### src/rtl/ws_array_feeder_if.sv
// Host-side handshake bundle for the weight-stationary array feeder:
// one weight-row stream and one activation-vector stream.
interface ws_array_feeder_if #(
    parameter int unsigned D_W  = 8,
    parameter int unsigned ROWS = 4,
    parameter int unsigned COLS = 4
) ();
    logic                w_valid;
    logic                w_ready;
    logic [COLS*D_W-1:0] w_data;
    logic                a_valid;
    logic                a_ready;
    logic [ROWS*D_W-1:0] a_data;

    modport master (
        output w_valid, w_data, a_valid, a_data,
        input  w_ready, a_ready
    );

    modport slave (
        input  w_valid, w_data, a_valid, a_data,
        output w_ready, a_ready
    );
endinterface

### src/rtl/ws_array_feeder.sv
// Transmit-side sequencer for a ROWS x COLS weight-stationary PE grid.
// Buffers a weight tile, shifts it down the weight chain, streams skewed
// activations into the rows and flags which bottom-row sums are real results.
module ws_array_feeder #(
    parameter int unsigned D_W  = 8,
    parameter int unsigned ROWS = 4,
    parameter int unsigned COLS = 4
) (
    input  logic                clk,
    input  logic                rst,
    input  logic                start,
    input  logic [15:0]         num_vec,
    ws_array_feeder_if.slave    bus,
    output logic [COLS*D_W-1:0] arr_weight,
    output logic                weight_we,
    output logic [ROWS*D_W-1:0] arr_act,
    output logic [COLS-1:0]     res_valid,
    output logic                busy,
    output logic                done
);
    localparam logic [2:0] StIdle   = 3'd0;
    localparam logic [2:0] StWFill  = 3'd1;
    localparam logic [2:0] StWShift = 3'd2;
    localparam logic [2:0] StStream = 3'd3;
    localparam logic [2:0] StDrain  = 3'd4;
    localparam logic [2:0] StDone   = 3'd5;

    localparam int unsigned IW        = (ROWS > 1) ? $clog2(ROWS) : 1;
    localparam int unsigned VW        = ROWS + COLS;
    localparam logic [15:0] LastRow   = 16'(ROWS - 1);
    localparam logic [15:0] DrainLast = 16'(ROWS + COLS - 1);

    logic [2:0]          state_q, state_d;
    logic [15:0]         cnt_q, cnt_d;
    logic [15:0]         num_vec_q, num_vec_d;
    logic [COLS*D_W-1:0] wbuf_q [ROWS];
    logic [COLS*D_W-1:0] wbuf_d [ROWS];
    logic [COLS*D_W-1:0] arr_weight_q, arr_weight_d;
    logic                weight_we_q, weight_we_d;
    logic [VW-1:0]       vld_q, vld_d;

    logic w_fire;
    logic a_fire;

    assign bus.w_ready = (state_q == StWFill);
    assign bus.a_ready = (state_q == StStream) && (cnt_q < num_vec_q);
    assign w_fire      = bus.w_valid && bus.w_ready;
    assign a_fire      = bus.a_valid && bus.a_ready;

    // Job sequencing; cnt_q is reused as beat, shift, accept and drain counter.
    always_comb begin
        state_d   = state_q;
        cnt_d     = cnt_q;
        num_vec_d = num_vec_q;
        case (state_q)
            StIdle: begin
                if (start) begin
                    state_d   = StWFill;
                    cnt_d     = '0;
                    num_vec_d = num_vec;
                end
            end
            StWFill: begin
                if (w_fire) begin
                    if (cnt_q == LastRow) begin
                        state_d = StWShift;
                        cnt_d   = '0;
                    end else begin
                        cnt_d = cnt_q + 16'd1;
                    end
                end
            end
            StWShift: begin
                if (cnt_q == LastRow) begin
                    cnt_d   = '0;
                    state_d = (num_vec_q == 16'd0) ? StDone : StStream;
                end else begin
                    cnt_d = cnt_q + 16'd1;
                end
            end
            StStream: begin
                if (a_fire) begin
                    if (cnt_q + 16'd1 == num_vec_q) begin
                        state_d = StDrain;
                        cnt_d   = '0;
                    end else begin
                        cnt_d = cnt_q + 16'd1;
                    end
                end
            end
            StDrain: begin
                if (cnt_q == DrainLast) begin
                    state_d = StDone;
                end else begin
                    cnt_d = cnt_q + 16'd1;
                end
            end
            StDone:  state_d = StIdle;
            default: state_d = StIdle;
        endcase
    end

    // Weight tile capture in arrival order (slot 0 = bottom PE row).
    always_comb begin
        wbuf_d = wbuf_q;
        if (w_fire) begin
            wbuf_d[cnt_q[IW-1:0]] = bus.w_data;
        end
    end

    // Registered weight-chain drive; uses next-state values so slot i lands in shift cycle i.
    always_comb begin
        arr_weight_d = '0;
        weight_we_d  = 1'b0;
        if (state_d == StWShift) begin
            arr_weight_d = wbuf_d[cnt_d[IW-1:0]];
            weight_we_d  = (cnt_d == LastRow);
        end
    end

    // Valid delay line: bit 0 aligns with the row-0 launch, bit ROWS+c with bottom-row column c.
    always_comb begin
        vld_d = {vld_q[VW-2:0], a_fire};
    end

    // Control and weight state registers.
    always_ff @(posedge clk) begin
        if (rst) begin
            state_q      <= StIdle;
            cnt_q        <= '0;
            num_vec_q    <= '0;
            wbuf_q       <= '{default: '0};
            arr_weight_q <= '0;
            weight_we_q  <= 1'b0;
            vld_q        <= '0;
        end else begin
            state_q      <= state_d;
            cnt_q        <= cnt_d;
            num_vec_q    <= num_vec_d;
            wbuf_q       <= wbuf_d;
            arr_weight_q <= arr_weight_d;
            weight_we_q  <= weight_we_d;
            vld_q        <= vld_d;
        end
    end

    // Per-row activation skew: row r passes through r+1 register stages.
    for (genvar r = 0; r < ROWS; r++) begin : g_row
        localparam int unsigned SkW = (r + 1) * D_W;

        logic [SkW-1:0] sk_q, sk_d;
        logic [D_W-1:0] lane;

        // Empty slots launch zero so bubbles contribute nothing to the sums.
        always_comb begin
            lane = a_fire ? bus.a_data[r*D_W +: D_W] : '0;
            sk_d = SkW'({sk_q, lane});
        end

        // Skew stage registers.
        always_ff @(posedge clk) begin
            if (rst) begin
                sk_q <= '0;
            end else begin
                sk_q <= sk_d;
            end
        end

        assign arr_act[r*D_W +: D_W] = sk_q[r*D_W +: D_W];
    end

    assign arr_weight = arr_weight_q;
    assign weight_we  = weight_we_q;
    assign res_valid  = vld_q[VW-1:ROWS];
    assign busy       = (state_q != StIdle);
    assign done       = (state_q == StDone);
endmodule
### src/flat_wrapper.sv
// flat-port wrapper written by rule: the top's interface ports become plain ports
module ws_array_feeder_flat 
#(
    parameter int unsigned D_W  = 8,
    parameter int unsigned ROWS = 4,
    parameter int unsigned COLS = 4
)
  (clk, rst, start, num_vec, arr_weight, weight_we, arr_act, res_valid, busy, done, bus_w_valid, bus_w_data, bus_a_valid, bus_a_data, bus_w_ready, bus_a_ready);
  ws_array_feeder_if #(.D_W(D_W), .ROWS(ROWS), .COLS(COLS)) bus_i ();
  input  logic clk;
  input  logic rst;
  input  logic start;
  input  logic [15:0] num_vec;
  output logic [COLS*D_W-1:0] arr_weight;
  output logic weight_we;
  output logic [ROWS*D_W-1:0] arr_act;
  output logic [COLS-1:0] res_valid;
  output logic busy;
  output logic done;
  input wire logic [$bits(bus_i.w_valid)-1:0] bus_w_valid;
  input wire logic [$bits(bus_i.w_data)-1:0] bus_w_data;
  input wire logic [$bits(bus_i.a_valid)-1:0] bus_a_valid;
  input wire logic [$bits(bus_i.a_data)-1:0] bus_a_data;
  output wire logic [$bits(bus_i.w_ready)-1:0] bus_w_ready;
  output wire logic [$bits(bus_i.a_ready)-1:0] bus_a_ready;
  assign bus_i.w_valid = bus_w_valid;
  assign bus_i.w_data = bus_w_data;
  assign bus_i.a_valid = bus_a_valid;
  assign bus_i.a_data = bus_a_data;
  assign bus_w_ready = bus_i.w_ready;
  assign bus_a_ready = bus_i.a_ready;
  ws_array_feeder #(.D_W(D_W), .ROWS(ROWS), .COLS(COLS)) u_core (.clk(clk), .rst(rst), .start(start), .num_vec(num_vec), .bus(bus_i), .arr_weight(arr_weight), .weight_we(weight_we), .arr_act(arr_act), .res_valid(res_valid), .busy(busy), .done(done));
endmodule
### config.mk
export PLATFORM = sky130hd
export DESIGN_NAME = ws_array_feeder_flat
export DESIGN_NICKNAME = d
export VERILOG_FILES = /design/src/rtl/ws_array_feeder_if.sv /design/src/rtl/ws_array_feeder.sv /design/src/flat_wrapper.sv
export SDC_FILE = /design/constraint.sdc
export NUM_CORES = 1
export LEC_CHECK = 0
export ABC_CLOCK_PERIOD_IN_PS = 4250
export BUFFER_PORTS_ARGS = -buffer_cell sky130_fd_sc_hd__buf_2
export CAP_MARGIN = 20
export CORE_MARGIN = 1
export CORE_UTILIZATION = 44
export CTS_CLUSTER_SIZE = 14
export DETAILED_ROUTE_END_ITERATION = 10
export HOLD_SLACK_MARGIN = 0.12
export PLACE_DENSITY = 0.73
export SETUP_SLACK_MARGIN = 0.15
export SLEW_MARGIN = 25
export SYNTH_ARGS = -nofsm -noshare
export SYNTH_HDL_FRONTEND = slang
export SYNTH_SLANG_ARGS = --single-unit
export TNS_END_PERCENT = 20
### constraint.sdc
create_clock -name clk -period 4.25 [get_ports clk]
set_clock_uncertainty 0.1 [all_clocks]
set_input_delay 0.425 -clock clk [delete_from_list [all_inputs] [get_ports clk]]
set_output_delay 0.425 -clock clk [all_outputs]
set_load 0.005 [all_outputs]
Word-level counts from Yosys, hierarchy flattened --
Cells that the tools add are included. W data, S select, Z words.
Cells by class: mux-type cells 23, bitwise logic cells 4, $mul 0, div/mod/pow operators 0, add/subtract/negate cells 1, shifts and indexed selects 0, magnitude comparators 4, reductions and logical operators 10, equal/unequal tests 10
Operator list (count):
- $bwmux W128 | 1
- $mux W128 | 1
- $mux W16 | 6
- $mux W32 | 3
- $pmux W16 S5 | 1
- $bmux W32 S2 | 1
- $demux W32 S2 | 1
- $eq A16 B2 Y1 const B | 2
- $mux W3 | 8
- $add A16 B1 Y16 const B | 1
- $eq A16 B16 Y1 | 1
- $eq A16 B3 Y1 const B | 1
- $logic_not A16 Y1 | 1
- $lt A16 B16 Y1 | 1
- $pmux W3 S5 | 1
- $eq A3 B2 Y1 const B | 3
- $eq A3 B3 Y1 const B | 2
- $ge A3 B3 Y1 const B | 2
- $not A2 Y3 | 2
- $logic_and A1 B1 Y1 | 4
- $reduce_or A2 Y1 | 2
- $eq A3 B1 Y1 const B | 1
- $logic_not A3 Y1 | 1
- $lt A3 B1 Y1 const B | 1
- other kinds (3) | 4
Word-level totals: memories kept 0, bits in read-only memories 0, bits in registers 284, latch bits 0, RAM bits 0

Depth between registers and ports, before layout --
Gate-level depths: netlist of run 1.
depth after elaboration 10, gate-level depth with buffers 15

Worst setup path after synthesis of run 1 --
OpenSTA, ideal clock, no wires.
path kind register to register, from register u_core.cnt_q[1], to register u_core.arr_weight_q[1] (netlist: u_core.arr_weight[1]), clock period less this slack 3259 ps, slack 991 ps, library setup time 147 ps, arrival time 3012 ps, required time 4003 ps, cell stages (with the launch flop) 14, buffers on the path 3, cells stage by stage dfxtp_1 > ha_1 > buf_2 > and4_4 > nand2_1 > xnor2_1 > a2111oi_4 > o2111ai_4 > o21ai_4 > a31oi_4 > buf_6 > buf_4 > o32ai_2 > o32ai_2
Between the ends: longest elaborated chain between the ends 10
Ends and longest elaborated chain:
- start: declaration | RTL line ws_array_feeder.sv:34 | logic [15:0] cnt_q, cnt_d;
- start signal: assignment | RTL line ws_array_feeder.sv:138 | cnt_q <= cnt_d;
- branches (longest 10 deep; another with $add A16 B1 Y16)
- end signal: assignment | RTL line ws_array_feeder.sv:141 | arr_weight_q <= arr_weight_d;
- end: declaration | RTL line ws_array_feeder.sv:38 | logic [COLS*D_W-1:0] arr_weight_q, arr_weight_d;
Several ways; the timed one is not identified. The select of a mux whose other input is x is not followed. A chain may end at the register's enable or synchronous reset.

Worst setup path in the final report of run 1 --
from register u_core.cnt_q[9], to register u_core.weight_we_q (netlist: u_core.weight_we)
Between the ends: longest elaborated chain between the ends 8
Ends and longest elaborated chain:
- $add A16 B1 Y16 / $lt A16 B16 Y1 (equally long branches)
- $eq A16 B16 Y1 / $logic_and A1 B1 Y1 (equally long branches) | RTL line ws_array_feeder.sv:83, ws_array_feeder.sv:46
- $mux W3 / $logic_and A1 B1 Y1 (equally long branches) | RTL line ws_array_feeder.sv:83, ws_array_feeder.sv:48
- $mux W3 | RTL line ws_array_feeder.sv:82 | if (a_fire) begin
- $pmux W3 S5 | RTL line ws_array_feeder.sv:55 | case (state_q)
- $eq A3 B2 Y1 | RTL line ws_array_feeder.sv:115 | if (state_d == StWShift) begin
- $not A1 Y1 (no line)
- $reduce_or A2 Y1 (no line)
- end signal: assignment | RTL line ws_array_feeder.sv:142 | weight_we_q <= weight_we_d;
- end: declaration | RTL line ws_array_feeder.sv:39 | logic weight_we_q, weight_we_d;
Parallel ways exist; a longest one is shown, timed or not.

==> run metrics, run 1 <==
power density cells 387.3 nW/um2; top-area cell type share of the netlist area 45.71%; count leader, synth nand2_1; Congestion Overflow GR 0; Longest Clk Path Bufs 3; worst hold endpoint u_core.cnt_q[9]; Post-Place Cell Area between 10000 and 15000 um2; Nets around 1700; Hold Path Origin rst; Critical Path AT approximately 4.2 ns; Sink Count about 280; # Post-CTS Setup Buffers 0; drt pass-1 iters 8; GR Util All Layers between 20% and 30%; CORE AREA about 28000 um2; Clk Latency, worst-skew pair 0.55 ns; die height about 170 um; Slew Limit Headroom 51.88%; total die area just under 30000 um2; root buffer cell clkbuf_16; Seq/Total Area, Yosys between 40% and 50%; critical path capture point type flip-flop; RSZ-0062 raised after global routing no; r2r endpoint u_core.weight_we; vias after detailed routing 10890; Pwr Total 5843 uW; Yosys cell types 79; Leak 0.005719 uW; net count after synthesis around 1500; Worst-path clk slew 0.07 ns; Cell Rows 61; CTS tree built; top post-synthesis cells by count 318 x nand2_1, 284 x dfxtp_1, 168 x a21oi_1; initial antenna violation count 0; wire length of the first global-routing pass roughly 55000 um; post-route clock period utilization between 90% and 100%; average wire per standard cell around 17 um; Post-synth EDFFs 0; syn avg cell area ~8.7 um2; Req. time, crit path 4.59 ns; Synth Flop Type dfxtp_1; Area contributors post-synth dfxtp_1 46%, nand2_1 9.6%, a21oi_1 6.8%; final instance area around 15000 um2; H-tree depth 1; CTS Buf Count 29; Initial Util roughly 45%; setup_tns 0 ns; Fmax between 0.2 and 0.3 GHz; max_cap viols 0; Layout Area Growth over Synthesis 21.28%; Final Hold Viols 0; fin crit period 3.870 ns; Die Wd 170.1 um; Iteration-0 DRC Markers slightly below 900; Least-Margin Pin Slew roughly 0.72 ns; io pins 158; post-synth top area cell dfxtp_1; outcome finished clean; Max VDD drop roughly 0.32 mV; final WL ~35000 um; Hold Path Class in2reg; Final Wtd Congestion around 1.0; Critical Path Start Type flip-flop; FFs w/ async S/R, synth 0%; dpl hpwl between 20000 and 25000 um; Mapped Cells 1432; register-to-register setup slack about 0.38 ns; drt via density around 5.4; largest net degree at the start of global routing 97; Mapped Area approximately 12000 um2; CP Max Fanout 19; worst r2r src u_core.cnt_q[9]; Antenna Violating Nets Remaining 0; register bit count reported by yosys about 280; WHS Path Cells 2; yosys warns 0; Setup violations, final 0; Port Buffer Count roughly 160; R2R depth 12; share of layout cells above drive strength 1 19.81%; DRC 0; number of global-route vias before repair roughly 10000; Setup CP Type reg2reg; fin. max-slew vios 0
where the power goes:
group	internal, uW	total (uW)	switching, uW	leakage, uW
logic	232	544	312	0.00295
registers	2690	2710	25.2	0.00229
clock network	1520	2590	1060	0.000481
metal layers:
metal / track usage [%] / vias up / routed length (um)
li1: - / 5259 / -
met3: 3.837 / 80 / 2150
met4: 10.38 / 0 / 1253
met5: 0 / - / 0
met1: 29.76 / 5161 / 14550
met2: 39.54 / 388 / 16780
sequential cells by signal (all words and copies together), names as in the netlist:
name               count
u_core.state_q         3
u_core.arr_weight     32
u_core.g_row.sk_q     80
u_core.cnt_q          16
u_core.vld_q           8
u_core.num_vec_q      16
u_core.weight_we       1
u_core.wbuf_q        128
cell type report:
type / count / area (um2)
multi-input combinational: 985 / 5946
inverter: 24 / 90.09
clock buffer: 44 / 862.1
sequential: 284 / 5685
fill: 2539 / 12700
antenna: 1 / 2.502
tap: 378 / 473.0
timing repair buffer: 273 / 1908
clock inverter: 10 / 117.6
kinds of logic after synthesis:
logic type	after synthesis	synth area share, %
AND/OR/NAND/NOR	592	22.48
AO/OA/AOI/OAI	351	21.57
flip-flops	284	45.71
buffers and inverters	163	6.549
XOR/XNOR	20	1.408
adder cells (fa/ha/maj)	20	2.012
multiplexers	2	0.2716
how the worst max path moves through the flow:
stage / startpoint / end / slack, ns / depth (start not counted)
global placement: u_core.cnt_q[9] / u_core.weight_we / 0.46 / 12
floorplan: u_core.cnt_q[1] / u_core.arr_weight[1] / 0.99 / 13
finish: u_core.cnt_q[9] / u_core.weight_we / 0.38 / 12
CTS: u_core.cnt_q[1] / u_core.arr_weight[13] / 0.39 / 11
detailed placement: u_core.cnt_q[9] / u_core.weight_we / 0.44 / 12
global route: u_core.cnt_q[1] / u_core.arr_weight[13] / 0.17 / 11
repair_timing:
action	CTS	global route
hold endpoints to repair	177	0
setup endpoints to repair	0	2
resized for setup	0	1
hold buffers	80	0
cell usage in the layout (no fill, tap or decap), drive strengths merged, types with 4 or more instances in the layout:
cell | netlist | final
a21o | 4 | 4
a21oi | 170 | 170
a22oi | 8 | 8
a311oi | 4 | 4
a31oi | 6 | 6
and2 | 42 | 42
and3 | 13 | 13
buf | 65 | 193
clkbuf | 74 | 44
clkinv | 0 | 4
dfxtp | 284 | 284
dlygate4sd3 | 0 | 80
ha | 20 | 20
inv | 24 | 27
nand2 | 323 | 323
nand2b | 6 | 6
nand3 | 14 | 14
nand4 | 9 | 9
nor2 | 72 | 72
nor2b | 66 | 66
nor3 | 17 | 17
nor3b | 5 | 5
nor4 | 11 | 11
o211ai | 5 | 5
o21ai | 23 | 23
o22ai | 4 | 4
o31ai | 4 | 4
o32ai | 96 | 96
xnor2 | 13 | 13
xor2 | 7 | 7
critical path, stage by stage, from the launching register on:
cell and delay [ns]:
dfxtp_1 0.54, ha_1 0.32, a211oi_1 0.23, nor2_1 0.09, or3_1 0.40, o21ba_2 0.27
nor2_2 0.19, o21ai_4 0.14, a31oi_4 0.40, buf_4 0.36, a21boi_1 0.28, nand4_1 0.12
nor4_1 0.31
stage by stage:
step                instances  util, %  setup slack, ns  hold WS (ns)
detailed placement       1863    47.77           0.4382        0.3204
global placement         1863    47.77           0.4643        0.3153
floorplan                1432        -           0.9909        0.3138
CTS                      1997    54.18           0.3878        0.1597
finish                   1999    54.30           0.3805        0.1731
global route             1998    54.29           0.1701        0.1747
Note: power is estimated with default switching activity, not from simulation.
==> run 2: changes to the inputs <==
- ABC_CLOCK_PERIOD_IN_PS: 4250 -> 4650
- clock period: 4.25 -> 4.65 ns (I/O delays scaled with it)
==> run metrics, run 2 (synthesized netlist as in run 1, its figures left out) <==
outcome finished clean (unchanged); Slew Limit Headroom 38.11% (was 51.88%); largest net degree at the start of global routing 111 (was 97); Setup CP Type reg2reg (unchanged); FF/Latch Area 5685 um2 (unchanged); Port Buffer Count 157 (unchanged); Least-Margin Pin Slew 0.9284 ns (was 0.7218 ns); Final Util 54.27% (was 54.30%); Antenna Violating Nets Remaining 0 (unchanged); placed insts 1851 (was 1863); Final Hold Viols 0 (unchanged); fin cells 1986 (was 1999); Sink Count 284 (unchanged); Post-Place Cell Area 13170 um2 (was 13270 um2); initial antenna violation count 1 (was 0); max_cap viols 0 (unchanged); fin. max-slew vios 0 (unchanged); io pins 158 (unchanged); Most flops, register u_core.wbuf_q (unchanged); dpl hpwl 21690 um (was 21920 um); commonest non-fill, non-tap cell in the layout nand2_1 (unchanged); final instance area 15080 um2 (about the same); max reg flops 128 (unchanged); fillers 2522 (was 2539); Die Wd 170.1 um (unchanged); number of global-route vias before repair 10420 (was 10440); Hold Path Class in2reg (unchanged); CP Max Fanout 24 (was 19); power density cells 370.2 nW/um2 (was 387.3 nW/um2); # Post-CTS Setup Buffers 0 (unchanged); vias after detailed routing 10780 (was 10890); final WL 34660 um (was 34730 um); Req. time, crit path 5.02 ns (was 4.59 ns); DRC 0 (unchanged); Leak 0.005702 uW (was 0.005719 uW); GR Util All Layers 23.45% (was 23.57%); RSZ-0062 raised after global routing no (unchanged); critical path capture point type flip-flop (unchanged); Cell Rows 61 (unchanged); CTS tree built (unchanged); root buffer cell clkbuf_16 (unchanged); Worst-path clk slew 0.06 ns (was 0.07 ns); Longest Clk Path Bufs 3 (unchanged); Max VDD drop 0.2812 mV (was 0.3180 mV); Final Wtd Congestion 0.9389 (was 1.005); Critical Path Start Type flip-flop (unchanged); total die area 28940 um2 (unchanged); Congestion Overflow GR 0 (unchanged); Iteration-0 DRC Markers 870 (was 888); most frequent cells in the layout 318 x nand2_1, 284 x dfxtp_1, 168 x a21oi_1 (unchanged); Layout Area Growth over Synthesis 21.22% (was 21.28%); average wire per standard cell 17.45 um (was 17.38 um); drt pass-1 iters 5 (was 8); drt via density 5.429 (was 5.447); Clk Latency, worst-skew pair 0.56 ns (was 0.55 ns); CTS Buf Count 30 (was 29); Fmax 0.2341 GHz (was 0.2584 GHz); CORE AREA 27780 um2 (unchanged); Setup violations, final 0 (unchanged); die height 170.1 um (unchanged); share of layout cells above drive strength 1 19.54% (was 19.81%); PnR worst setup slack 0.3787 ns (was 0.3805 ns); Initial Util 44.77% (unchanged); fin crit period 4.271 ns (was 3.870 ns); Placement Setup Slack 0.4975 ns (was 0.4382 ns); multi-input logic area 5943 um2 (was 5946 um2); Nets 1690 (was 1702); wire length of the first global-routing pass 54680 um (was 54920 um); setup_tns 0 ns (unchanged); H-tree depth 1 (unchanged); Critical Path AT 4.64 ns (was 4.21 ns); post-route clock period utilization 91.86% (was 91.05%)
[run 2: metal layers]
layer  share of wire, %  GRT usage (%)  vias up
met5                  0              0        -
met4                3.5          9.401        0
met3                6.2          3.791       82
met2                 48          39.40      406
met1                 42          29.91     5056
li1                   -              -     5238
[run 2: timing repair]
item | in CTS | in global routing
hold buffers | 80 | 0
hold endpoints to repair | 176 | 0
gates resized for setup | 0 | 0
[run 2: area by class of cell]
type | instances | area share (%)
timing repair buffer | 260 | 11.82
multi-input combinational | 985 | 39.42
antenna | 1 | 0.01660
clock buffer | 35 | 5.436
tap | 378 | 3.137
clock inverter | 19 | 1.867
sequential | 284 | 37.71
inverter | 24 | 0.5975
[run 2: per-stage QoR]
| step | hold WS (ns) | total power [uW] |
|---|---|---|
| after floorplan | 0.3138 | 2827 |
| after global placement | 0.3156 | 2954 |
| after detailed placement | 0.3204 | 2961 |
| after CTS | 0.1650 | 5623 |
| after global routing | 0.1826 | 5771 |
| final | 0.1824 | 5582 |
[run 2: critical path, cell delays in order (launching register included)]
cell and delay [ns]:
dfxtp_1 0.53, ha_1 0.43, and4_4 0.32, nand2_1 0.13
xnor2_1 0.20, a2111oi_4 0.33, o2111ai_4 0.25, o21ai_4 0.36
nand2_2 0.15, a22oi_2 0.24, nand2b_2 0.46, buf_4 0.38
o32ai_2 0.28
[run 2: final timing paths]
check	slack [ns]	depth (start not counted)	to	startpoint
worst max register to register	0.38	12	u_core.arr_weight[27]	u_core.cnt_q[1]
worst max-delay path	0.38	12	u_core.arr_weight[27]	u_core.cnt_q[1]
worst min-delay path	0.18	2	u_core.cnt_q[7]	rst
worst min register to register	0.33	1	u_core.g_row[3].sk_q[31]	u_core.g_row[3].sk_q[23]
[run 2: power breakdown]
| part | internal [uW] | switching, uW | total [uW] | leakage [uW] |
|---|---|---|---|---|
| combinational | 205 | 283 | 487 | 0.00287 |
| clock | 1600 | 1010 | 2610 | 0.000537 |
| sequential | 2460 | 23.6 | 2480 | 0.00229 |
| total | 4260 | 1320 | 5580 | 0.00570 |
==> run 3: changes to the inputs <==
- ABC_AREA: not set -> 1
==> run metrics, run 3 <==
DRC 0 (unchanged); worst hold endpoint u_core.num_vec_q[2] (was u_core.cnt_q[7]); Least-Margin Pin Slew 0.9312 ns (was 0.9284 ns); Yosys cell types 36 (was 79); Setup violations, final 0 (unchanged); yosys warns 0 (unchanged); dpl hpwl 21500 um (was 21690 um); Longest Clk Path Bufs 3 (unchanged); fillers 2686 (was 2522); Leak 0.006838 uW (was 0.005702 uW); Layout Area Growth over Synthesis 18.20% (was 21.22%); Critical Path AT 4.13 ns (was 4.64 ns); CORE AREA 28160 um2 (was 27780 um2); # Post-CTS Setup Buffers 0 (unchanged); multi-input logic area 5320 um2 (was 5943 um2); commonest non-fill, non-tap cell in the layout nand2_1 (unchanged); Setup CP Type reg2reg (unchanged); critical path capture point type flip-flop (unchanged); Pint 4164 uW (was 4262 uW); WHS Path Cells 3 (was 2); total net switching power 1259 uW (was 1320 uW); Sink Count 284 (unchanged); net count after synthesis 1979 (was 1537); Mapped Area 12760 um2 (was 12440 um2); power density cells 359.6 nW/um2 (was 370.2 nW/um2); H-tree depth 1 (unchanged); Iteration-0 DRC Markers 915 (was 870); Final Hold Viols 0 (unchanged); share of layout cells above drive strength 1 12.51% (was 19.54%); Clk Latency, worst-skew pair 0.55 ns (was 0.56 ns); Final Wtd Congestion 0.9480 (was 0.9389); post-route clock period utilization 81.78% (was 91.86%); Max VDD drop 0.4033 mV (was 0.2812 mV); largest net degree at the start of global routing 86 (was 111); setup_tns 0 ns (unchanged); fin. max-slew vios 0 (unchanged); top post-synthesis cells by count 367 x nand2_1, 303 x inv_1, 284 x dfxtp_1 (was 318 x nand2_1, 284 x dfxtp_1, 168 x a21oi_1); io pins 158 (unchanged); average wire per standard cell 13.96 um (was 17.45 um); Synth Flop Type dfxtp_1 (unchanged); combinational share of power 7.8% (was 8.7%); Sw Share 23.22% (was 23.65%); outcome finished clean (unchanged); r2r endpoint u_core.arr_weight[24] (was u_core.arr_weight[27]); Slew Limit Headroom 37.54% (was 38.11%); root buffer cell clkbuf_16 (unchanged); vias after detailed routing 11770 (was 10780); Worst-path clk slew 0.06 ns (about the same); post-synth top area cell dfxtp_1 (unchanged); Most flops, register u_core.wbuf_q (unchanged); GR Util All Layers 23.06% (was 23.45%); FF/Latch Area 5685 um2 (unchanged); RSZ-0062 raised after global routing no (unchanged); syn avg cell area 6.808 um2 (was 8.686 um2); Cell Rows 61 (unchanged); top-area cell type share of the netlist area 44.56% (was 45.71%); number of global-route vias before repair 11070 (was 10420); Die Wd 172.3 um (was 170.1 um); Mapped Cells 1874 (was 1432); Fmax 0.2630 GHz (was 0.2341 GHz); Congestion Overflow GR 0 (unchanged); fin crit period 3.803 ns (was 4.271 ns); sequential share of power 45.8% (was 44.4%); CTS tree built (unchanged); Initial Util 45.30% (was 44.77%); drt via density 4.887 (was 5.429); R2R depth 17 (was 12); Port Buffer Count 157 (unchanged); CTS Buf Count 30 (unchanged); hold_ws 0.1511 ns (was 0.1824 ns); register-to-register setup slack 0.85 ns (was 0.38 ns); drt pass-1 iters 8 (was 5); max reg flops 128 (unchanged); Gates resized, CTS repair 0 (unchanged); total die area 29680 um2 (was 28940 um2); CP Max Fanout 28 (was 24); Antenna Violating Nets Remaining 0 (unchanged); Post-synth EDFFs 0 (unchanged); worst r2r src u_core.cnt_q[1] (unchanged); Hold Path Class in2reg (unchanged); most frequent cells in the layout 360 x nand2_1, 302 x inv_1, 284 x dfxtp_1 (was 318 x nand2_1, 284 x dfxtp_1, 168 x a21oi_1); die height 172.3 um (was 170.1 um); Req. time, crit path 4.98 ns (was 5.02 ns); Final Util 53.55% (was 54.27%); FFs w/ async S/R, synth 0% (unchanged); Hold Path Origin num_vec[2] (was rst); Seq/Total Area, Yosys 44.56% (was 45.71%); Critical Path Start Type flip-flop (unchanged); # diodes 0 (was 1); Area contributors post-synth dfxtp_1 45%, nand2_1 11%, inv_1 8.9% (was dfxtp_1 46%, nand2_1 9.6%, a21oi_1 6.8%); count leader, synth nand2_1 (unchanged); Hold-fix buffers, CTS 46 (was 80); power share of the clock group 46.4% (was 46.8%); register bit count reported by yosys 284 (unchanged); Nets 2112 (was 1690); final WL 33620 um (was 34660 um); initial antenna violation count 0 (was 1); max_cap viols 0 (unchanged); wire length of the first global-routing pass 55040 um (was 54680 um)
-- run 3: final cells by class --
type	instances	share of cell area, %
sequential	284	37.70
multi-input combinational	1162	35.28
timing repair buffer	221	9.201
inverter	308	7.666
clock buffer	44	5.932
tap	378	3.136
clock inverter	11	1.087
-- run 3: per-stage QoR --
step                      power (uW)  cells  cell area (um2)  worst slack, ns
after CTS                       5467   2408            15080           0.9125
after floorplan                 2811   1874            12760            2.022
after global placement          2922   2307            13560            1.080
after global routing            5644   2408            15080           0.4559
final                           5423   2408            15080           0.8473
after detailed placement        2927   2307            13560           0.9222
-- run 3: cells by family after synthesis --
| kind of cell | after synthesis | synth area share, % |
|---|---|---|
| flops | 284 | 44.56 |
| xor+xnor | 1 | 0.06866 |
| buf+inv | 428 | 14.04 |
| fa+ha+maj | 20 | 1.961 |
| compound gates | 266 | 10.66 |
| simple gates | 875 | 28.70 |
-- run 3: per-layer routing --
metal | up-vias | global-route usage [%] | share of wire [%]
li1 | 6047 | - | -
met1 | 5224 | 29.43 | 44
met2 | 402 | 38.87 | 46
met3 | 94 | 3.342 | 6.0
met4 | 0 | 9.465 | 3.9
met5 | - | 0 | 0
-- run 3: worst max path at each step --
stage / start / endpoint / cells past startpoint / slack, ns
after global routing: u_core.cnt_q[1] / u_core.arr_weight[6] / 17 / 0.46
after CTS: u_core.cnt_q[1] / u_core.arr_weight[24] / 17 / 0.91
after global placement: u_core.cnt_q[1] / u_core.arr_weight[24] / 19 / 1.08
after detailed placement: u_core.cnt_q[1] / u_core.arr_weight[24] / 19 / 0.92
after floorplan: u_core.cnt_q[1] / u_core.arr_weight[10] / 18 / 2.02
final: u_core.cnt_q[1] / u_core.arr_weight[24] / 17 / 0.85
-- run 3: power groups by stage --
| stage | clock, uW | combinational (uW) | sequential [uW] |
|---|---|---|---|
| 2_1_floorplan | 0 | 282 | 2530 |
| 3_3_place_gp | 0 | 384 | 2540 |
| 3_5_place_dp | 0 | 389 | 2540 |
| 4_1_cts | 2560 | 421 | 2480 |
| 5_1_grt | 2670 | 483 | 2490 |
| 6_report | 2510 | 424 | 2480 |
-- run 3: worst max-delay path, stage by stage (launching register included) --
cell	delay (ns)
dfxtp_1	0.51
ha_1	0.37
nand3_1	0.17
nor2_1	0.31
nand4_1	0.19
nand3_1	0.13
nand2_1	0.05
nor2_1	0.08
nand2_1	0.07
nor2_2	0.12
nand3_4	0.24
nand3_1	0.20
nand2_2	0.08
nand2_2	0.38
buf_4	0.40
nand2_1	0.10
nand3_1	0.09
a21oi_1	0.07
